[src/rtl/alu_seq_pkg.sv]
// alu_seq_pkg: shared opcodes, FSM state type and instruction field
// positions for the alu_op_sequencer slice.
package alu_seq_pkg;

  localparam logic [3:0] OP_ADD  = 4'd0;
  localparam logic [3:0] OP_SUB  = 4'd1;
  localparam logic [3:0] OP_MUL  = 4'd2;
  localparam logic [3:0] OP_DIV  = 4'd3;
  localparam logic [3:0] OP_AND  = 4'd4;
  localparam logic [3:0] OP_OR   = 4'd5;
  localparam logic [3:0] OP_XOR  = 4'd6;
  localparam logic [3:0] OP_NOTA = 4'd7;
  localparam logic [3:0] OP_NOTB = 4'd8;

  localparam int REG_ADDR_W = 3;

  localparam int OPC_HI = 15;
  localparam int OPC_LO = 12;
  localparam int RD_HI  = 11;
  localparam int RD_LO  = 9;
  localparam int RA_HI  = 8;
  localparam int RA_LO  = 6;
  localparam int RB_HI  = 5;
  localparam int RB_LO  = 3;

  typedef enum logic [1:0] {
    ST_IDLE = 2'd0,
    ST_EXEC = 2'd1,
    ST_WB   = 2'd2
  } seq_state_e;

  // Opcodes above OP_NOTB have no Alu function behind them.
  function automatic logic op_legal(input logic [3:0] op);
    return (op <= OP_NOTB);
  endfunction

endpackage

[src/rtl/alu_op_sequencer_if.sv]
// alu_op_sequencer_if: instruction handshake plus the Alu drive/return bus.
// slave = sequencer side, master = instruction source / Alu side.
interface alu_op_sequencer_if #(
  parameter int DATA_W = 16
);
  logic              instr_valid;
  logic [15:0]       instr;
  logic              instr_ready;
  logic [3:0]        fn_sel;
  logic [DATA_W-1:0] data_a;
  logic [DATA_W-1:0] data_b;
  logic [DATA_W-1:0] alu_data_out;
  logic              alu_zero;
  logic              alu_carry;

  modport master (
    output instr_valid, instr, alu_data_out, alu_zero, alu_carry,
    input  instr_ready, fn_sel, data_a, data_b
  );

  modport slave (
    input  instr_valid, instr, alu_data_out, alu_zero, alu_carry,
    output instr_ready, fn_sel, data_a, data_b
  );
endinterface

[src/rtl/alu_seq_regfile.sv]
// alu_seq_regfile: REG_CNT x DATA_W register file, two operand read ports,
// one host read port, writeback and host write with writeback priority.
module alu_seq_regfile #(
  parameter int DATA_W  = 16,
  parameter int REG_CNT = 8,
  parameter int ADDR_W  = 3
) (
  input  logic              clk,
  input  logic              rst,
  input  logic              wb_we,
  input  logic [ADDR_W-1:0] wb_addr,
  input  logic [DATA_W-1:0] wb_data,
  input  logic              host_we,
  input  logic [ADDR_W-1:0] host_addr,
  input  logic [DATA_W-1:0] host_wdata,
  input  logic [ADDR_W-1:0] ra_addr,
  input  logic [ADDR_W-1:0] rb_addr,
  output logic [DATA_W-1:0] ra_data,
  output logic [DATA_W-1:0] rb_data,
  output logic [DATA_W-1:0] host_rdata
);

  logic [DATA_W-1:0] mem [REG_CNT];

  // Host write is issued first and writeback last, so writeback wins a same-address edge.
  always_ff @(posedge clk or negedge rst) begin
    if (!rst) begin
      for (int i = 0; i < REG_CNT; i++) mem[i] <= '0;
    end else begin
      if (host_we) mem[host_addr] <= host_wdata;
      if (wb_we)   mem[wb_addr]   <= wb_data;
    end
  end

  assign ra_data    = mem[ra_addr];
  assign rb_data    = mem[rb_addr];
  assign host_rdata = mem[host_addr];

endmodule

[src/rtl/alu_op_sequencer.sv]
// alu_op_sequencer: accepts instructions, drives the Alu, waits ALU_LAT
// cycles and writes the result and flags back.
// Optional feature macro: ALU_SEQ_ILLEGAL_TRAP_EN (sticky err on illegal
// opcode instead of executing it as a NOP).
module alu_op_sequencer
  import alu_seq_pkg::*;
#(
  parameter int DATA_W  = 16,
  parameter int REG_CNT = 8,
  parameter int ALU_LAT = 1
) (
  input  logic                    clk,
  input  logic                    rst,
  alu_op_sequencer_if.slave       bus,
  input  logic                    host_we,
  input  logic [REG_ADDR_W-1:0]   host_addr,
  input  logic [DATA_W-1:0]       host_wdata,
  output logic [DATA_W-1:0]       host_rdata,
  output logic                    busy,
  output logic                    done,
  output logic                    zero_q,
  output logic                    carry_q,
  output logic                    err,
  input  logic                    clr_err
);

  seq_state_e            state;
  logic [3:0]            cnt;
  logic [REG_ADDR_W-1:0] rd_q;
  logic                  nop_q;
  logic                  err_q;
  logic                  accept;
  logic                  legal;
  logic                  wb_we;
  logic [3:0]            opc;
  logic [REG_ADDR_W-1:0] rd;
  logic [REG_ADDR_W-1:0] ra;
  logic [REG_ADDR_W-1:0] rb;
  logic [DATA_W-1:0]     ra_data;
  logic [DATA_W-1:0]     rb_data;
  logic [2:0]            unused_instr;

  assign opc          = bus.instr[OPC_HI:OPC_LO];
  assign rd           = bus.instr[RD_HI:RD_LO];
  assign ra           = bus.instr[RA_HI:RA_LO];
  assign rb           = bus.instr[RB_HI:RB_LO];
  assign unused_instr = bus.instr[2:0];
  assign legal        = op_legal(opc);

  assign bus.instr_ready = rst & (state == ST_IDLE) & ~err_q;
  assign accept          = bus.instr_valid & bus.instr_ready;
  assign busy            = (state != ST_IDLE);
  assign done            = (state == ST_WB);
  assign wb_we           = done & ~nop_q;
  assign err             = err_q;

  alu_seq_regfile #(
    .DATA_W  (DATA_W),
    .REG_CNT (REG_CNT),
    .ADDR_W  (REG_ADDR_W)
  ) u_regfile (
    .clk        (clk),
    .rst        (rst),
    .wb_we      (wb_we),
    .wb_addr    (rd_q),
    .wb_data    (bus.alu_data_out),
    .host_we    (host_we),
    .host_addr  (host_addr),
    .host_wdata (host_wdata),
    .ra_addr    (ra),
    .rb_addr    (rb),
    .ra_data    (ra_data),
    .rb_data    (rb_data),
    .host_rdata (host_rdata)
  );

  // Sequencer FSM: accept, hold the Alu inputs for ALU_LAT cycles, then one writeback cycle.
  always_ff @(posedge clk or negedge rst) begin
    if (!rst) begin
      state      <= ST_IDLE;
      cnt        <= '0;
      rd_q       <= '0;
      nop_q      <= 1'b0;
      bus.fn_sel <= '0;
      bus.data_a <= '0;
      bus.data_b <= '0;
    end else begin
      case (state)
        ST_IDLE: begin
          if (accept) begin
            rd_q <= rd;
            if (legal) begin
              bus.fn_sel <= opc;
              bus.data_a <= ra_data;
              bus.data_b <= rb_data;
              cnt        <= 4'(ALU_LAT);
              nop_q      <= 1'b0;
              state      <= ST_EXEC;
            end
`ifndef ALU_SEQ_ILLEGAL_TRAP_EN
            else begin
              nop_q <= 1'b1;
              state <= ST_WB;
            end
`endif
          end
        end
        ST_EXEC: begin
          if (cnt <= 4'd1) state <= ST_WB;
          else             cnt   <= cnt - 4'd1;
        end
        ST_WB:   state <= ST_IDLE;
        default: state <= ST_IDLE;
      endcase
    end
  end

  // Status flags follow the Alu only on a real (non-NOP) writeback.
  always_ff @(posedge clk or negedge rst) begin
    if (!rst) begin
      zero_q  <= 1'b0;
      carry_q <= 1'b0;
    end else if (wb_we) begin
      zero_q  <= bus.alu_zero;
      carry_q <= bus.alu_carry;
    end
  end

`ifdef ALU_SEQ_ILLEGAL_TRAP_EN
  // Sticky illegal-opcode error; blocks new instructions until cleared.
  always_ff @(posedge clk or negedge rst) begin
    if (!rst)                err_q <= 1'b0;
    else if (accept & ~legal) err_q <= 1'b1;
    else if (clr_err)        err_q <= 1'b0;
  end
`else
  logic unused_clr;
  assign unused_clr = clr_err;
  assign err_q      = 1'b0;
`endif

endmodule

[src/flat_wrapper.sv]
// flat-port wrapper written by rule: the top's interface ports become plain ports
module alu_op_sequencer_flat import alu_seq_pkg::*;
#(
  parameter int DATA_W  = 16,
  parameter int REG_CNT = 8,
  parameter int ALU_LAT = 1
)
  (clk, rst, host_we, host_addr, host_wdata, host_rdata, busy, done, zero_q, carry_q, err, clr_err, bus_instr_valid, bus_instr, bus_alu_data_out, bus_alu_zero, bus_alu_carry, bus_instr_ready, bus_fn_sel, bus_data_a, bus_data_b);
  alu_op_sequencer_if #(.DATA_W(DATA_W)) bus_i ();
  input  logic clk;
  input  logic rst;
  input  logic host_we;
  input  logic [REG_ADDR_W-1:0] host_addr;
  input  logic [DATA_W-1:0] host_wdata;
  output logic [DATA_W-1:0] host_rdata;
  output logic busy;
  output logic done;
  output logic zero_q;
  output logic carry_q;
  output logic err;
  input  logic clr_err;
  input wire logic [$bits(bus_i.instr_valid)-1:0] bus_instr_valid;
  input wire logic [$bits(bus_i.instr)-1:0] bus_instr;
  input wire logic [$bits(bus_i.alu_data_out)-1:0] bus_alu_data_out;
  input wire logic [$bits(bus_i.alu_zero)-1:0] bus_alu_zero;
  input wire logic [$bits(bus_i.alu_carry)-1:0] bus_alu_carry;
  output wire logic [$bits(bus_i.instr_ready)-1:0] bus_instr_ready;
  output wire logic [$bits(bus_i.fn_sel)-1:0] bus_fn_sel;
  output wire logic [$bits(bus_i.data_a)-1:0] bus_data_a;
  output wire logic [$bits(bus_i.data_b)-1:0] bus_data_b;
  assign bus_i.instr_valid = bus_instr_valid;
  assign bus_i.instr = bus_instr;
  assign bus_i.alu_data_out = bus_alu_data_out;
  assign bus_i.alu_zero = bus_alu_zero;
  assign bus_i.alu_carry = bus_alu_carry;
  assign bus_instr_ready = bus_i.instr_ready;
  assign bus_fn_sel = bus_i.fn_sel;
  assign bus_data_a = bus_i.data_a;
  assign bus_data_b = bus_i.data_b;
  alu_op_sequencer #(.DATA_W(DATA_W), .REG_CNT(REG_CNT), .ALU_LAT(ALU_LAT)) u_core (.clk(clk), .rst(rst), .bus(bus_i), .host_we(host_we), .host_addr(host_addr), .host_wdata(host_wdata), .host_rdata(host_rdata), .busy(busy), .done(done), .zero_q(zero_q), .carry_q(carry_q), .err(err), .clr_err(clr_err));
endmodule
[config.mk]
export PLATFORM = sky130hd
export DESIGN_NAME = alu_op_sequencer_flat
export DESIGN_NICKNAME = d
export VERILOG_FILES = /design/src/rtl/alu_seq_pkg.sv /design/src/rtl/alu_op_sequencer_if.sv /design/src/rtl/alu_seq_regfile.sv /design/src/rtl/alu_op_sequencer.sv /design/src/flat_wrapper.sv
export SDC_FILE = /design/constraint.sdc
export NUM_CORES = 1
export LEC_CHECK = 0
export CORE_MARGIN = 3
export CORE_UTILIZATION = 45
export CTS_CLUSTER_SIZE = 10
export DETAILED_ROUTE_END_ITERATION = 6
export PLACE_DENSITY = 0.66
export SLEW_MARGIN = 20
export SYNTH_ARGS = -nofsm -noshare
export SYNTH_HDL_FRONTEND = slang
export SYNTH_SLANG_ARGS = --single-unit
[constraint.sdc]
create_clock -name clk -period 2.56 [get_ports clk]
set_input_delay 0.64 -clock clk [delete_from_list [all_inputs] [get_ports clk]]
set_output_delay 0.64 -clock clk [all_outputs]
set_load 0.05 [all_outputs]
==> summary.json <==
{
  "run_status": {
    "status": "complete, no violations"
  },
  "clock_network": {
    "max-clock-path-buffers": 2,
    "tritoncts": "built",
    "cts_max_level": 4,
    "clkSinkCount": 176,
    "cts_post_setup_buffers_inserted": 0,
    "clock_root_buffer": "sky130_fd_sc_hd__clkbuf_16",
    "clock_latency_late_sink_ns": 0.43,
    "cts_hold_buf": 0,
    "cts.reportedPaths.clkPinSlew_ns": 0.08,
    "numCtsBuffers": 17
  },
  "detailed_routing": {
    "via_count": 7787,
    "average_wire_per_standard_cell_um": 22.6,
    "via_per_inst": 5.82,
    "drt-pass1-iter-count": 5,
    "route.antenna.remaining_nets": 0,
    "drc": 0,
    "totalWireLength_um": 30300,
    "drt_iter0_drc": 853
  },
  "power": {
    "power.ir.vdd_worst_uv": 504,
    "cellLeakagePower_nw": 5.65,
    "report.power.total_mw": 15.3,
    "power_density_nw_per_um2": 1160
  },
  "synthesis": {
    "post-synth-top-area-fraction_pct": 40.6,
    "synth_fp_nets": 1002,
    "yosys_reg_bits": 176,
    "post_synth_inst_count": 942,
    "ys_dominant_reg_cell": "sky130_fd_sc_hd__dfrtp_1",
    "yosys.area.top_type": "sky130_fd_sc_hd__dfrtp_1",
    "synthMostInstantiatedCell": "sky130_fd_sc_hd__dfrtp_1",
    "ys_seq_area_share_pct": 40.6,
    "synth.top_cells.by_area": "sky130_fd_sc_hd__dfrtp_1 (41%), sky130_fd_sc_hd__mux4_2 (20%), sky130_fd_sc_hd__mux2i_1 (15%), sky130_fd_sc_hd__a21oi_1 (4.4%), sky130_fd_sc_hd__nor2_1 (3.5%)",
    "synth_top_cells_by_count": "sky130_fd_sc_hd__dfrtp_1 (176), sky130_fd_sc_hd__mux2i_1 (160), sky130_fd_sc_hd__nor2_1 (100)",
    "synth_enable_flop_cells": 0,
    "async_flop_share_pct": 100,
    "yosysWarningCount": 0,
    "syn_area_per_cell_um2": 11.5,
    "synth_cell_types": 37,
    "synth.cell_area_um2": 10800
  },
  "die": {
    "die-width_um": 161,
    "floorplan.initialDensity_pct": 46.0,
    "rows": 56,
    "design.portCount": 116,
    "die-height_um": 161,
    "core_area_um2": 23500,
    "die_area_um2": 26000
  },
  "flow_run": {
    "maxCapViolCount": 0
  },
  "layout": {
    "insertedDiodeCount": 0,
    "final.fill_count": 2021,
    "layoutNonFillerInstCount": 1337,
    "utilization_pct": 55.8,
    "finalNetCount": 1065,
    "synthToLayoutAreaGrowth_pct": 21.2,
    "multi_input_area_um2": 5880,
    "drive_gt1_share_pct": 22.0,
    "seq_area_um2": 4400
  },
  "timing": {
    "min_period_over_period_pct": 99.4,
    "slew_viol_final": 0,
    "max_clock_freq_ghz": 0.393,
    "post-route-min-period_ns": 2.55,
    "setup-violations-final": 0,
    "clock-skew-final_ns": 0.0121,
    "worstMarginPinSlew_ns": 0.778,
    "rsz0062_at_grt": "true",
    "slew_headroom_pct": 48.1,
    "hold_viol": 0
  },
  "grt": {
    "grt_max_degree": 134,
    "grt_first_pass_wirelength_um": 46600,
    "grt_pass1_vias": 7528,
    "antenna_found_initial": 0,
    "gr-usage-all-layers_pct": 23.9,
    "grt_overflow_total": 0
  },
  "placed_design": {
    "gp_routability_congestion": 0.821,
    "input_output_buffers": 110,
    "numPlacedInstances": 1302,
    "post-dp-hpwl_um": 19300
  },
  "worst_setup_path": {
    "timing.critical_path.to_type": "output port",
    "crit_fanout": 7,
    "worstRegToRegCells": 5,
    "worst_path_required_time_ns": 1.92,
    "critical_path_class": "primary input to output port",
    "worst_setup_path_start_kind": "primary input",
    "timing.critical_path.arrival_ns": 1.91
  },
  "worst_hold_path": {
    "min-delay-path-class": "primary input to asynchronous set/reset pin"
  }
}
## metrics by stage
stage                     TNS [ns]  hold WS, ns  worst slack, ns  cell area, um^2
after floorplan                  0        0.344           0.0777            10800
after global placement       -1.19        0.468          -0.0967            12500
after detailed placement     -1.21        0.475          -0.0988            12500
after CTS                        0        0.348           0.0112            13100
after global routing      -0.00695        0.367         -0.00368            13100
final                            0        0.324           0.0141            13100
## flip-flops by register name, summed over array words and instances (netlist names)
| name | count |
|---|---|
| u_core.u_regfile.mem | 128 |
| u_core.bus.data_a | 16 |
| u_core.bus.data_b | 16 |
| u_core.bus.fn_sel | 4 |
| u_core.cnt | 4 |
| u_core.rd_q | 3 |
| u_core.state | 2 |
| u_core.carry_q | 1 |
| u_core.nop_q | 1 |
| u_core.zero_q | 1 |
## final timing paths
kind | startpoint | end | slack, ns
max | host_addr[0] | host_rdata[6] | 0.01
min | rst | u_core.bus.data_b[1] | 0.32
max reg2reg | u_core.state[0] | u_core.bus.data_b[9] | 0.76
min reg2reg | u_core.bus.data_a[5] | u_core.bus.data_a[5] | 0.48
max in group asynchronous | rst | u_core.u_regfile.mem[114] | 1.64
min in group clk | u_core.bus.data_a[5] | u_core.bus.data_a[5] | 0.48
## metal layers
| layer | part of all wire (%) | vias to the layer above | track usage [%] |
|---|---|---|---|
| met5 | 0 | - | 0 |
| met4 | 1.9 | 0 | 7.08 |
| met3 | 7.3 | 32 | 4.57 |
| met2 | 47 | 289 | 37.2 |
| met1 | 44 | 3892 | 34.4 |
| li1 | - | 3574 | - |
## placed cells by master (no fill, tap or decap), types with 2 or more instances in the layout
cell type / n
sky130_fd_sc_hd__a21oi_1: 96
sky130_fd_sc_hd__and3_1: 3
sky130_fd_sc_hd__and4bb_1: 2
sky130_fd_sc_hd__buf_12: 37
sky130_fd_sc_hd__buf_16: 2
sky130_fd_sc_hd__buf_2: 3
sky130_fd_sc_hd__buf_4: 22
sky130_fd_sc_hd__clkbuf_16: 17
sky130_fd_sc_hd__clkdlybuf4s50_1: 85
sky130_fd_sc_hd__clkinv_2: 4
sky130_fd_sc_hd__clkinvlp_4: 5
sky130_fd_sc_hd__dfrtp_1: 176
sky130_fd_sc_hd__dlygate4sd2_1: 2
sky130_fd_sc_hd__ha_1: 2
sky130_fd_sc_hd__inv_1: 2
sky130_fd_sc_hd__inv_6: 5
sky130_fd_sc_hd__mux2_1: 5
sky130_fd_sc_hd__mux2_2: 11
sky130_fd_sc_hd__mux2_4: 9
sky130_fd_sc_hd__mux2i_1: 160
sky130_fd_sc_hd__mux4_2: 96
sky130_fd_sc_hd__nand2_1: 74
sky130_fd_sc_hd__nand4b_1: 3
sky130_fd_sc_hd__nor2_1: 100
sky130_fd_sc_hd__nor2b_1: 5
sky130_fd_sc_hd__nor3_1: 2
sky130_fd_sc_hd__o21ai_0: 3
sky130_fd_sc_hd__o21ai_1: 64
sky130_fd_sc_hd__o31ai_1: 2
sky130_fd_sc_hd__xor2_1: 2
## final cells by class
class | instances | area share, %
Clock inverter | 15 | 0.838
Multi-Input combinational cell | 653 | 44.7
Sequential cell | 176 | 33.5
Tap cell | 319 | 3.04
Inverter | 2 | 0.0571
Clock buffer | 17 | 3.24
Timing Repair Buffer | 155 | 14.6
## worst max-delay path, cell delays in order
cell	delay, ns
sky130_fd_sc_hd__buf_12	0.13
sky130_fd_sc_hd__buf_12	0.15
sky130_fd_sc_hd__mux4_2	0.52
sky130_fd_sc_hd__mux2_4	0.31
sky130_fd_sc_hd__buf_12	0.15
## where the power goes
part           switching [mW]  total, mW  internal, mW
combinational            3.70       7.36          3.66
sequential               1.28       5.44          4.16
clock                    1.20       2.45          1.25
total                    6.18       15.3          9.07
## cells by family (layout without fill, tap and decap cells)
logic type,Yosys count,after routing,synth area share [%]
muxes,281,281,37.3
other,1,1,0.0346
xor gates and xnor gates,2,2,0.162
AOI/OAI and AO/OA,168,168,7.89
DFF,176,176,40.6
buffers and inverters,113,189,5.57
and+or+nand+nor,199,199,8.16
adders and majority gates,2,2,0.231
## what timing repair did
action	4_1_cts	5_1_grt
endpoints found under the setup margin	17	5
gates cloned	3	0
hold endpoints to repair	0	0
gates resized for setup	16	4
Note: power is estimated with default switching activity, not from simulation.
==> edit (same settings) <==
Encoding of `seq_state_e`: now one-hot (3 bits for 3 states).
--- a/src/rtl/alu_seq_pkg.sv
+++ b/src/rtl/alu_seq_pkg.sv
@@ -25,6 +25,6 @@
 
-  typedef enum logic [1:0] {
-    ST_IDLE = 2'd0,
-    ST_EXEC = 2'd1,
-    ST_WB   = 2'd2
+  typedef enum logic [2:0] {
+    ST_IDLE = 3'b001,
+    ST_EXEC = 3'b010,
+    ST_WB   = 3'b100
   } seq_state_e;
Check against the original RTL: no difference found for any inputs over 4 cycles, from zero or initial values and one cycle with rst low; so few cycles prove little.
==> edit against the original RTL <==
Wire length rose by 3.4%; final area rose by 0.68%; maximum frequency rose by 0.31%; worst setup slack improved by 0.0078 ns; total power fell by 21%; area after synthesis barely moved; sequential cell count rose by 1; first-iteration DRC count fell by 12%.
==> edit: results (changes against the original RTL) <==
Vias in the first global route: 7864 (+4.5%)
Routed vias/inst: 5.92 (+1.6%)
Fin nets: 1088 (+2.2%)
Post-DP HPWL: 20300 um (+5.0%)
Status: completed
Synth Net Count: 1019 (+1.7%)
Post-Synthesis Cells: 959 (+1.8%)
GRT Resource Usage Total: 24.7% (+0.82 points)
Initial antenna violation count: 1 (+1)
Synth top area cells: dfrtp_1 41%, mux4_2 20%, mux2i_1 15%
Share of cells above drive strength 1: 22.6% (+0.57 points)
Vias: 8047 (+3.3%)
Netlist cell types: 42 (+14%)
Cells after DPL: 1325 (+1.8%)
Sequential-to-total area share from yosys stat: 40.9% (+0.24 points)
Slew HR: 41.2% (-7.0 points)
Top cells by count, synth: 176 x dfrtp_1, 161 x mux2i_1, 101 x nor2_1
GP Congestion: 0.824 (+0.30%)
First-pass GRT wire length: 48200 um (+3.5%)
Area of the multi-input gates: 0.00599 mm^2 (+2.0%)
Max FO, Critical Path: 8 (+1)
P_leak: 5.58 nW (-1.1%)
DP Area: 0.0125 mm^2 (+0.53%)
Max incr delay on CP: 0.49 ns (-0.03 ns)
Drt first-iter violations: 750 (-12%)
Drt pass-1 iters: 7 (+2)
Largest net degree at the start of global routing: 110 (-18%)
Max Clock Skew: 0.0144 ns (+0.00229 ns)
Final WL: 31300 um (+3.4%)
-- edit: cell types whose count changed in the layout (fill, tap and decap cells not counted), sizes merged, moves of 5 or more --
cell | before | now
buf | 66 | 76
nand2 | 75 | 83
clkbuf | 17 | 22
mux2 | 25 | 20
nor2b | 5 | 0
-- edit: critical path, delay by kind of cell --
kind	cells	cell delay, ns
multiplexers	2	0.82
buffers and inverters	3	0.43
-- edit: logic make-up (layout without fill, tap and decap cells) --
logic type / Yosys count / in the layout / synth area share, %
compound gates: 170 / 170 / 8.00
fa+ha+maj: 2 / 2 / 0.231
buf+inv: 117 / 199 / 4.86
flops: 177 / 177 / 40.9
mux: 277 / 277 / 36.9
other cells: 1 / 1 / 0.0346
simple gates: 215 / 215 / 9.13
-- edit: path summary, 6_finish.rpt --
path	start	endpoint	slack [ns]	cells past startpoint
setup reg to reg	u_core.state[1]	u_core.u_regfile.mem[92]	0.42	5
min in group asynchronous	rst	u_core.state[2]	0.58	2
setup / recovery	host_addr[0]	host_rdata[5]	0.02	5
hold reg to reg	u_core.zero_q	u_core.zero_q	0.48	2
hold / removal	u_core.zero_q	u_core.zero_q	0.48	2
max in group asynchronous	rst	u_core.bus.data_a[3]	0.92	3
-- edit: final cells by class --
class | instances | share of cell area (%)
multi-input cells | 665 | 45.3
flip-flops and latches | 177 | 33.5
inverters | 3 | 0.0851
repair buffers | 164 | 13.7
well taps | 319 | 3.02
clock buffers | 22 | 3.58
clock inverters | 10 | 0.775
-- edit: layer usage --
layer  track usage [%]  up-vias  routed length, um
met3              6.00       53               2410
met4              7.39        2                699
met1              34.1     3994              13400
met5                 0        -                  9
met2              39.1      347              14800
li1                  -     3651                  -
-- edit: timing repair --
| item | 4_1_cts | 5_1_grt |
|---|---|---|
| gates cloned | 2 | 0 |
| setup endpoints to repair | 18 | 12 |
| endpoints found under the hold margin | 2 | 0 |
| resized for setup | 18 | 3 |
| hold buffers | 1 | 0 |
-- edit: where the power goes --
| part | switching (W) | leakage, nW | internal (W) |
|---|---|---|---|
| logic | 0.00268 | 3.25 | 0.00224 |
| clock network | 0.00116 | 0.266 | 0.00143 |
| registers | 0.000820 | 2.07 | 0.00366 |
| total | 0.00467 | 5.58 | 0.00733 |
-- edit: per-stage QoR --
stage                     hold slack (ns)  power, W
after floorplan                     0.344   0.00773
after detailed placement            0.456   0.00936
after CTS                           0.488    0.0120
after global placement              0.456   0.00922
final                               0.485    0.0120
after global routing                0.516    0.0126
